--- src/rtl/sqrt_pkg.sv ---
// -----------------------------------------------------------------------------
// sqrt_pkg
// Shared definitions for the iterative square-root core:
//   state_t     - controller state (IDLE / CALC / DONE)
//   calc_iters  - number of CALC cycles for a given radicand width and
//                 root bits resolved per clock
// -----------------------------------------------------------------------------
package sqrt_pkg;

    typedef enum logic [1:0] {
        IDLE = 2'd0,
        CALC = 2'd1,
        DONE = 2'd2
    } state_t;

    // One root bit consumes two radicand bits; IPC root bits are resolved
    // per clock.
    function automatic int calc_iters(input int width, input int ipc);
        return width / (2 * ipc);
    endfunction

endpackage

--- src/rtl/sqrt_step.sv ---
// -----------------------------------------------------------------------------
// sqrt_step
// One combinational digit step of the bit-serial integer square root.
//   rem_i   [ROOT_W+1:0] partial remainder going in
//   root_i  [ROOT_W-1:0] partial root going in
//   bits_i  [1:0]        next two radicand bits (MSB first)
//   rem_o   [ROOT_W+1:0] partial remainder after this step
//   root_o  [ROOT_W-1:0] partial root with one more bit appended
// -----------------------------------------------------------------------------
module sqrt_step #(
    parameter int ROOT_W = 8
) (
    input  logic [ROOT_W+1:0] rem_i,
    input  logic [ROOT_W-1:0] root_i,
    input  logic [1:0]        bits_i,
    output logic [ROOT_W+1:0] rem_o,
    output logic [ROOT_W-1:0] root_o
);

    localparam int RW = ROOT_W + 2;

    logic [RW-1:0] rem_shift;
    logic [RW-1:0] trial;
    logic          ge;

    always_comb begin
        // Before the step the remainder fits in ROOT_W bits, so shifting it
        // left by two inside RW bits loses nothing.
        rem_shift = (rem_i << 2) | {{(RW-2){1'b0}}, bits_i};
        trial     = {root_i, 2'b01};
        ge        = (rem_shift >= trial);
        rem_o     = ge ? (rem_shift - trial) : rem_shift;
        root_o    = {root_i[ROOT_W-2:0], ge};
    end

endmodule

--- src/rtl/sqrt_iter_core.sv ---
// -----------------------------------------------------------------------------
// sqrt_iter_core
// Iterative unsigned integer square root: root = floor(sqrt(data)),
// rem = data - root^2. Resolves IPC root bits per clock, so a result appears
// WIDTH/(2*IPC) cycles after the accepting edge.
//
// Ports
//   clk_i        clock, rising edge
//   rst_i        asynchronous active-high reset
//   in_valid_i   radicand offered
//   in_ready_o   core can accept a radicand (also high in DONE when the
//                result is being taken the same cycle)
//   data_i       [WIDTH-1:0] radicand
//   out_valid_o  result available
//   out_ready_i  consumer takes result
//   root_o       [WIDTH/2-1:0] floor(sqrt(radicand))
//   rem_o        [WIDTH/2:0] radicand - root^2 (only with SQRT_REM_EN)
//   busy_o       high while computing
//
// Build option: define SQRT_REM_EN to expose the final remainder on rem_o.
// -----------------------------------------------------------------------------
module sqrt_iter_core
    import sqrt_pkg::*;
#(
    parameter int WIDTH = 16,
    parameter int IPC   = 1
) (
    input  logic               clk_i,
    input  logic               rst_i,
    input  logic               in_valid_i,
    output logic               in_ready_o,
    input  logic [WIDTH-1:0]   data_i,
    output logic               out_valid_o,
    input  logic               out_ready_i,
    output logic [WIDTH/2-1:0] root_o,
`ifdef SQRT_REM_EN
    output logic [WIDTH/2:0]   rem_o,
`endif
    output logic               busy_o
);

    localparam int RTW   = WIDTH / 2;
    localparam int RW    = RTW + 2;
    localparam int L     = calc_iters(WIDTH, IPC);
    localparam int CNT_W = $clog2(L + 1);

    if ((WIDTH % 2) != 0 || WIDTH < 4) begin : g_bad_width
        $error("sqrt_iter_core: WIDTH must be even and >= 4");
    end
    if ((IPC != 1 && IPC != 2) || ((WIDTH / 2) % IPC) != 0) begin : g_bad_ipc
        $error("sqrt_iter_core: IPC must be 1 or 2 and divide WIDTH/2");
    end

    state_t           state_q, state_d;
    logic [CNT_W-1:0] cnt_q, cnt_d;
    logic [WIDTH-1:0] data_q, data_d;
    logic [RW-1:0]    rem_q, rem_d;
    logic [RTW-1:0]   root_q, root_d;
    logic [RTW-1:0]   root_res_q, root_res_d;
`ifdef SQRT_REM_EN
    logic [RTW:0]     rem_res_q, rem_res_d;
`endif

    logic accept;

    // Chain of IPC digit steps; radicand bits are consumed MSB first from
    // the shifting copy in data_q.
    logic [RW-1:0]  rem_c  [IPC+1];
    logic [RTW-1:0] root_c [IPC+1];

    assign rem_c[0]  = rem_q;
    assign root_c[0] = root_q;

    for (genvar g = 0; g < IPC; g++) begin : g_step
        sqrt_step #(
            .ROOT_W (RTW)
        ) u_step (
            .rem_i  (rem_c[g]),
            .root_i (root_c[g]),
            .bits_i (data_q[WIDTH-1-2*g -: 2]),
            .rem_o  (rem_c[g+1]),
            .root_o (root_c[g+1])
        );
    end

    // In DONE the core is ready only when the result leaves on this edge,
    // which lets a new radicand enter without an IDLE bubble.
    assign in_ready_o  = (state_q == IDLE) || ((state_q == DONE) && out_ready_i);
    assign accept      = in_valid_i && in_ready_o;
    assign out_valid_o = (state_q == DONE);
    assign busy_o      = (state_q == CALC);
    assign root_o      = root_res_q;
`ifdef SQRT_REM_EN
    assign rem_o       = rem_res_q;
`endif

    always_comb begin
        state_d    = state_q;
        cnt_d      = cnt_q;
        data_d     = data_q;
        rem_d      = rem_q;
        root_d     = root_q;
        root_res_d = root_res_q;
`ifdef SQRT_REM_EN
        rem_res_d  = rem_res_q;
`endif

        case (state_q)
            IDLE, DONE: begin
                if (accept) begin
                    state_d = CALC;
                    data_d  = data_i;
                    rem_d   = '0;
                    root_d  = '0;
                    cnt_d   = CNT_W'(L);
                end else if (state_q == DONE && out_ready_i) begin
                    state_d = IDLE;
                end
            end
            CALC: begin
                data_d = data_q << (2 * IPC);
                rem_d  = rem_c[IPC];
                root_d = root_c[IPC];
                cnt_d  = cnt_q - 1'b1;
                if (cnt_q == CNT_W'(1)) begin
                    state_d    = DONE;
                    root_res_d = root_c[IPC];
`ifdef SQRT_REM_EN
                    rem_res_d  = rem_c[IPC][RTW:0];
`endif
                end
            end
            default: state_d = IDLE;
        endcase
    end

    always_ff @(posedge clk_i or posedge rst_i) begin
        if (rst_i) begin
            state_q    <= IDLE;
            cnt_q      <= '0;
            data_q     <= '0;
            rem_q      <= '0;
            root_q     <= '0;
            root_res_q <= '0;
`ifdef SQRT_REM_EN
            rem_res_q  <= '0;
`endif
        end else begin
            state_q    <= state_d;
            cnt_q      <= cnt_d;
            data_q     <= data_d;
            rem_q      <= rem_d;
            root_q     <= root_d;
            root_res_q <= root_res_d;
`ifdef SQRT_REM_EN
            rem_res_q  <= rem_res_d;
`endif
        end
    end

endmodule
--- config.mk ---
export PLATFORM = sky130hd
export DESIGN_NAME = sqrt_iter_core
export DESIGN_NICKNAME = d
export VERILOG_FILES = /design/src/rtl/sqrt_pkg.sv /design/src/rtl/sqrt_step.sv /design/src/rtl/sqrt_iter_core.sv
export SDC_FILE = /design/constraint.sdc
export NUM_CORES = 1
export LEC_CHECK = 0
export ABC_AREA = 1
export BUFFER_PORTS_ARGS = -buffer_cell sky130_fd_sc_hd__buf_2
export CAP_MARGIN = 20
export CORE_AREA = 2 2 80 82
export DETAILED_ROUTE_END_ITERATION = 12
export DIE_AREA = 0 0 82 84
export PLACE_DENSITY_LB_ADDON = 0.08
export SYNTH_ARGS = -nofsm -noshare
export SYNTH_HDL_FRONTEND = slang
export SYNTH_SLANG_ARGS = --single-unit
export TNS_END_PERCENT = 5
--- constraint.sdc ---
create_clock -name clk_i -period 4.1 [get_ports clk_i]
set_input_delay 0.205 -clock clk_i [delete_from_list [all_inputs] [get_ports clk_i]]
set_output_delay 0.205 -clock clk_i [all_outputs]
set_load 0.03 [all_outputs]
==> flow_summary.json <==
{
  "fin_crit_sh_pct": 54.2,
  "pin_count": 31,
  "cts_resized": 0,
  "synth-xor-area-share_pct": 1.11,
  "skew_ps": 17.5,
  "outcome": "completed",
  "antenna_cells": 0,
  "ys.flop_type": "dfrtp_1",
  "detail_route.wl_per_cell_microns": 13.3,
  "min_period_ps": 2220,
  "post_cts_buffers": 0,
  "max-cap-violations": 0,
  "track_usage_pct": 17.1,
  "yosysMostFrequentCell": "nand2_1",
  "p_switching_uw": 1230,
  "n_fill_cell": 621,
  "synth.area.mux_share_pct": 0,
  "cp.arrival_ps": 2410,
  "relSlewSlack_pct": 69.3,
  "final-seq-area_sq_um": 1150,
  "p_int_uw": 1360,
  "hpwl_microns": 3750,
  "report.final.hold_viol_count": 0,
  "drv_slew": 0,
  "ys_ff_latch": 46,
  "first_global_vias": 1786,
  "clk_latency_ps": 310,
  "p_leak_uw": 0.00143,
  "grt_max_degree": 47,
  "synth_compound_area_share_pct": 11.5,
  "worst-slew-pin-transition_ps": 460,
  "ys_seq_area_share_pct": 48.6,
  "tns_ps": 0,
  "drt_iter0_drc": 102,
  "syn_inst": 286,
  "post_synth_num_cell_types": 27,
  "grt_antenna_before_repair": 0,
  "row_count": 29,
  "synth_common_cells": "nand2_1, dfrtp_1, inv_1, nor2_1, o22ai_1",
  "min_path_type": "in -> reg",
  "critical_path_class": "reg -> reg",
  "grt_pass1_wl_microns": 8850,
  "synth-simple-area-share_pct": 23.1,
  "io_buffers": 30,
  "synth_top_area_share_pct": 48.6,
  "initial_core_util_pct": 38.9,
  "ant_nets": 0,
  "finalNetCount": 348,
  "vias": 1893,
  "max_clock_freq_ghz": 0.450,
  "synth_top_area_cell": "dfrtp_1",
  "p_per_area_nw_per_um2": 961,
  "peakVddDrop_uv": 382,
  "drc_errors": 0,
  "dr.pass1.iters": 4,
  "clk_pin_slew_worst_paths_ps": 100,
  "rsz0062_at_grt": "no",
  "cts_tree": "built",
  "synth_warnings": 0,
  "cts_made_buffers": 5,
  "p_sw_share_pct": 47.4,
  "clock_path_buffers": 2,
  "avgSynthCellArea_sq_um": 8.29,
  "synth_fa_ha_area_share_pct": 6.34,
  "areaGrowthSynthToFinish_pct": 13.5,
  "dieArea_sq_um": 6890,
  "overflow": 0,
  "setup_viol": 0,
  "seq_power_share_pct": 30.8,
  "synth_top_cells_by_area": "dfrtp_1, nand2_1, ha_1",
  "cts.sinks": 46,
  "syn-num-nets": 318,
  "netlist_area_sq_um": 2370,
  "crit_fanout": 24,
  "ctsHoldBuffers": 0,
  "finalHoldWorstSlack_ps": 100,
  "cp-start-kind": "flip-flop",
  "crit_required_ps": 4290,
  "synth_top_family_by_area": "simple AND/OR/NAND/NOR gates",
  "clkPwrFrac_pct": 12.9,
  "synth-edff-count": 0,
  "cp-end-kind": "flip-flop",
  "htreeDepth": 2,
  "clockRootBuffer": "clkbuf_8",
  "synthArstFlopShare_pct": 100,
  "die_y_microns": 84,
  "wl_microns": 5250,
  "die_x_microns": 82,
  "gp_congestion": 0.792,
  "core_sq_um": 6100,
  "via_per_inst": 4.80,
  "combinationalPowerShare_pct": 56.2,
  "multi_input_area_sq_um": 996,
  "layout-drive-gt1-share_pct": 16.1
}
registers in the layout, indices dropped and copies added, names as in the netlist:
signal	cells
cnt_q	4
data_q	16
rem_q	8
root_o	8
root_q	8
state_q	2
layout make-up:
cell class                      instances  share of cell area [%]
Inverter                               42                    5.86
Clock buffer                            5                    2.56
Timing Repair Buffer                   32                    6.70
Sequential cell                        46                    42.8
Tap cell                               77                    3.58
Multi-Input combinational cell        189                    37.0
Clock inverter                          3                    1.49
final timing paths:
| check | startpoint | to | slack, ps | cells after the start |
|---|---|---|---|---|
| worst min register to register | root_o[1]$_DFFE_PP0P_ | root_o[1]$_DFFE_PP0P_ | 490 | 2 |
| worst min-delay path | out_ready_i | state_q[1]$_DFFE_PP0P_ | 100 | 2 |
| worst max register to register | state_q[1]$_DFFE_PP0P_ | data_q[0]$_DFFE_PP0P_ | 1880 | 5 |
| max in group asynchronous | rst_i | cnt_q[2]$_DFFE_PP0P_ | 3350 | 4 |
| min in group asynchronous | rst_i | data_q[2]$_DFFE_PP0P_ | 320 | 3 |
| worst max-delay path | state_q[1]$_DFFE_PP0P_ | data_q[0]$_DFFE_PP0P_ | 1880 | 5 |
per-layer routing:
layer,GRT usage [%],up-vias,routed length (microns)
met4,5.45,0,76
met1,24.0,875,2620
met5,0,-,0
met3,3.90,5,146
li1,-,980,-
met2,25.8,33,2410
cells by family after synthesis:
family,Yosys count
and+or+nand+nor,128
buffers and inverters,51
AOI/OAI and AO/OA,46
DFF,46
adders and majority gates,12
xor gates and xnor gates,3
stage by stage:
stage	setup slack, ps	utilization (%)	instances	cell area [sq um]	total power [uW]
finish	1880	44.1	394	2690	2590
detailed placement	1860	41.9	384	2550	2270
floorplan	2430	-	286	2370	1980
global route	1680	44.1	394	2690	2870
global placement	1880	41.9	384	2550	2280
CTS	1830	43.6	392	2660	2610
power by group through the flow:
stage	registers [uW]	clock network, uW	logic, uW
after floorplan	836	0	1150
after global placement	806	0	1470
after detailed placement	807	0	1460
after CTS	798	344	1470
after global routing	824	366	1680
final	797	335	1450
layout by cell type (no fill, tap or decap), types with 4 or more instances in the layout:
cell / netlist / layout
ha_1: 12 / 12
inv_1: 39 / 38
nand3_1: 15 / 15
nor2_1: 29 / 29
o21ai_1: 10 / 10
a21oi_1: 6 / 6
clkbuf_8: 1 / 5
inv_2: 3 / 4
nand4_1: 5 / 5
o21ai_0: 5 / 5
nand2_1: 71 / 71
buf_2: 2 / 30
dfrtp_1: 46 / 46
o22ai_1: 22 / 22
critical path: stages (launching register included):
cell     delay (ps)
dfrtp_1         440
nor2_4          410
inv_2           320
nand2_2         460
inv_2           220
a32o_1          250
(Power assumes the default switching activity.)
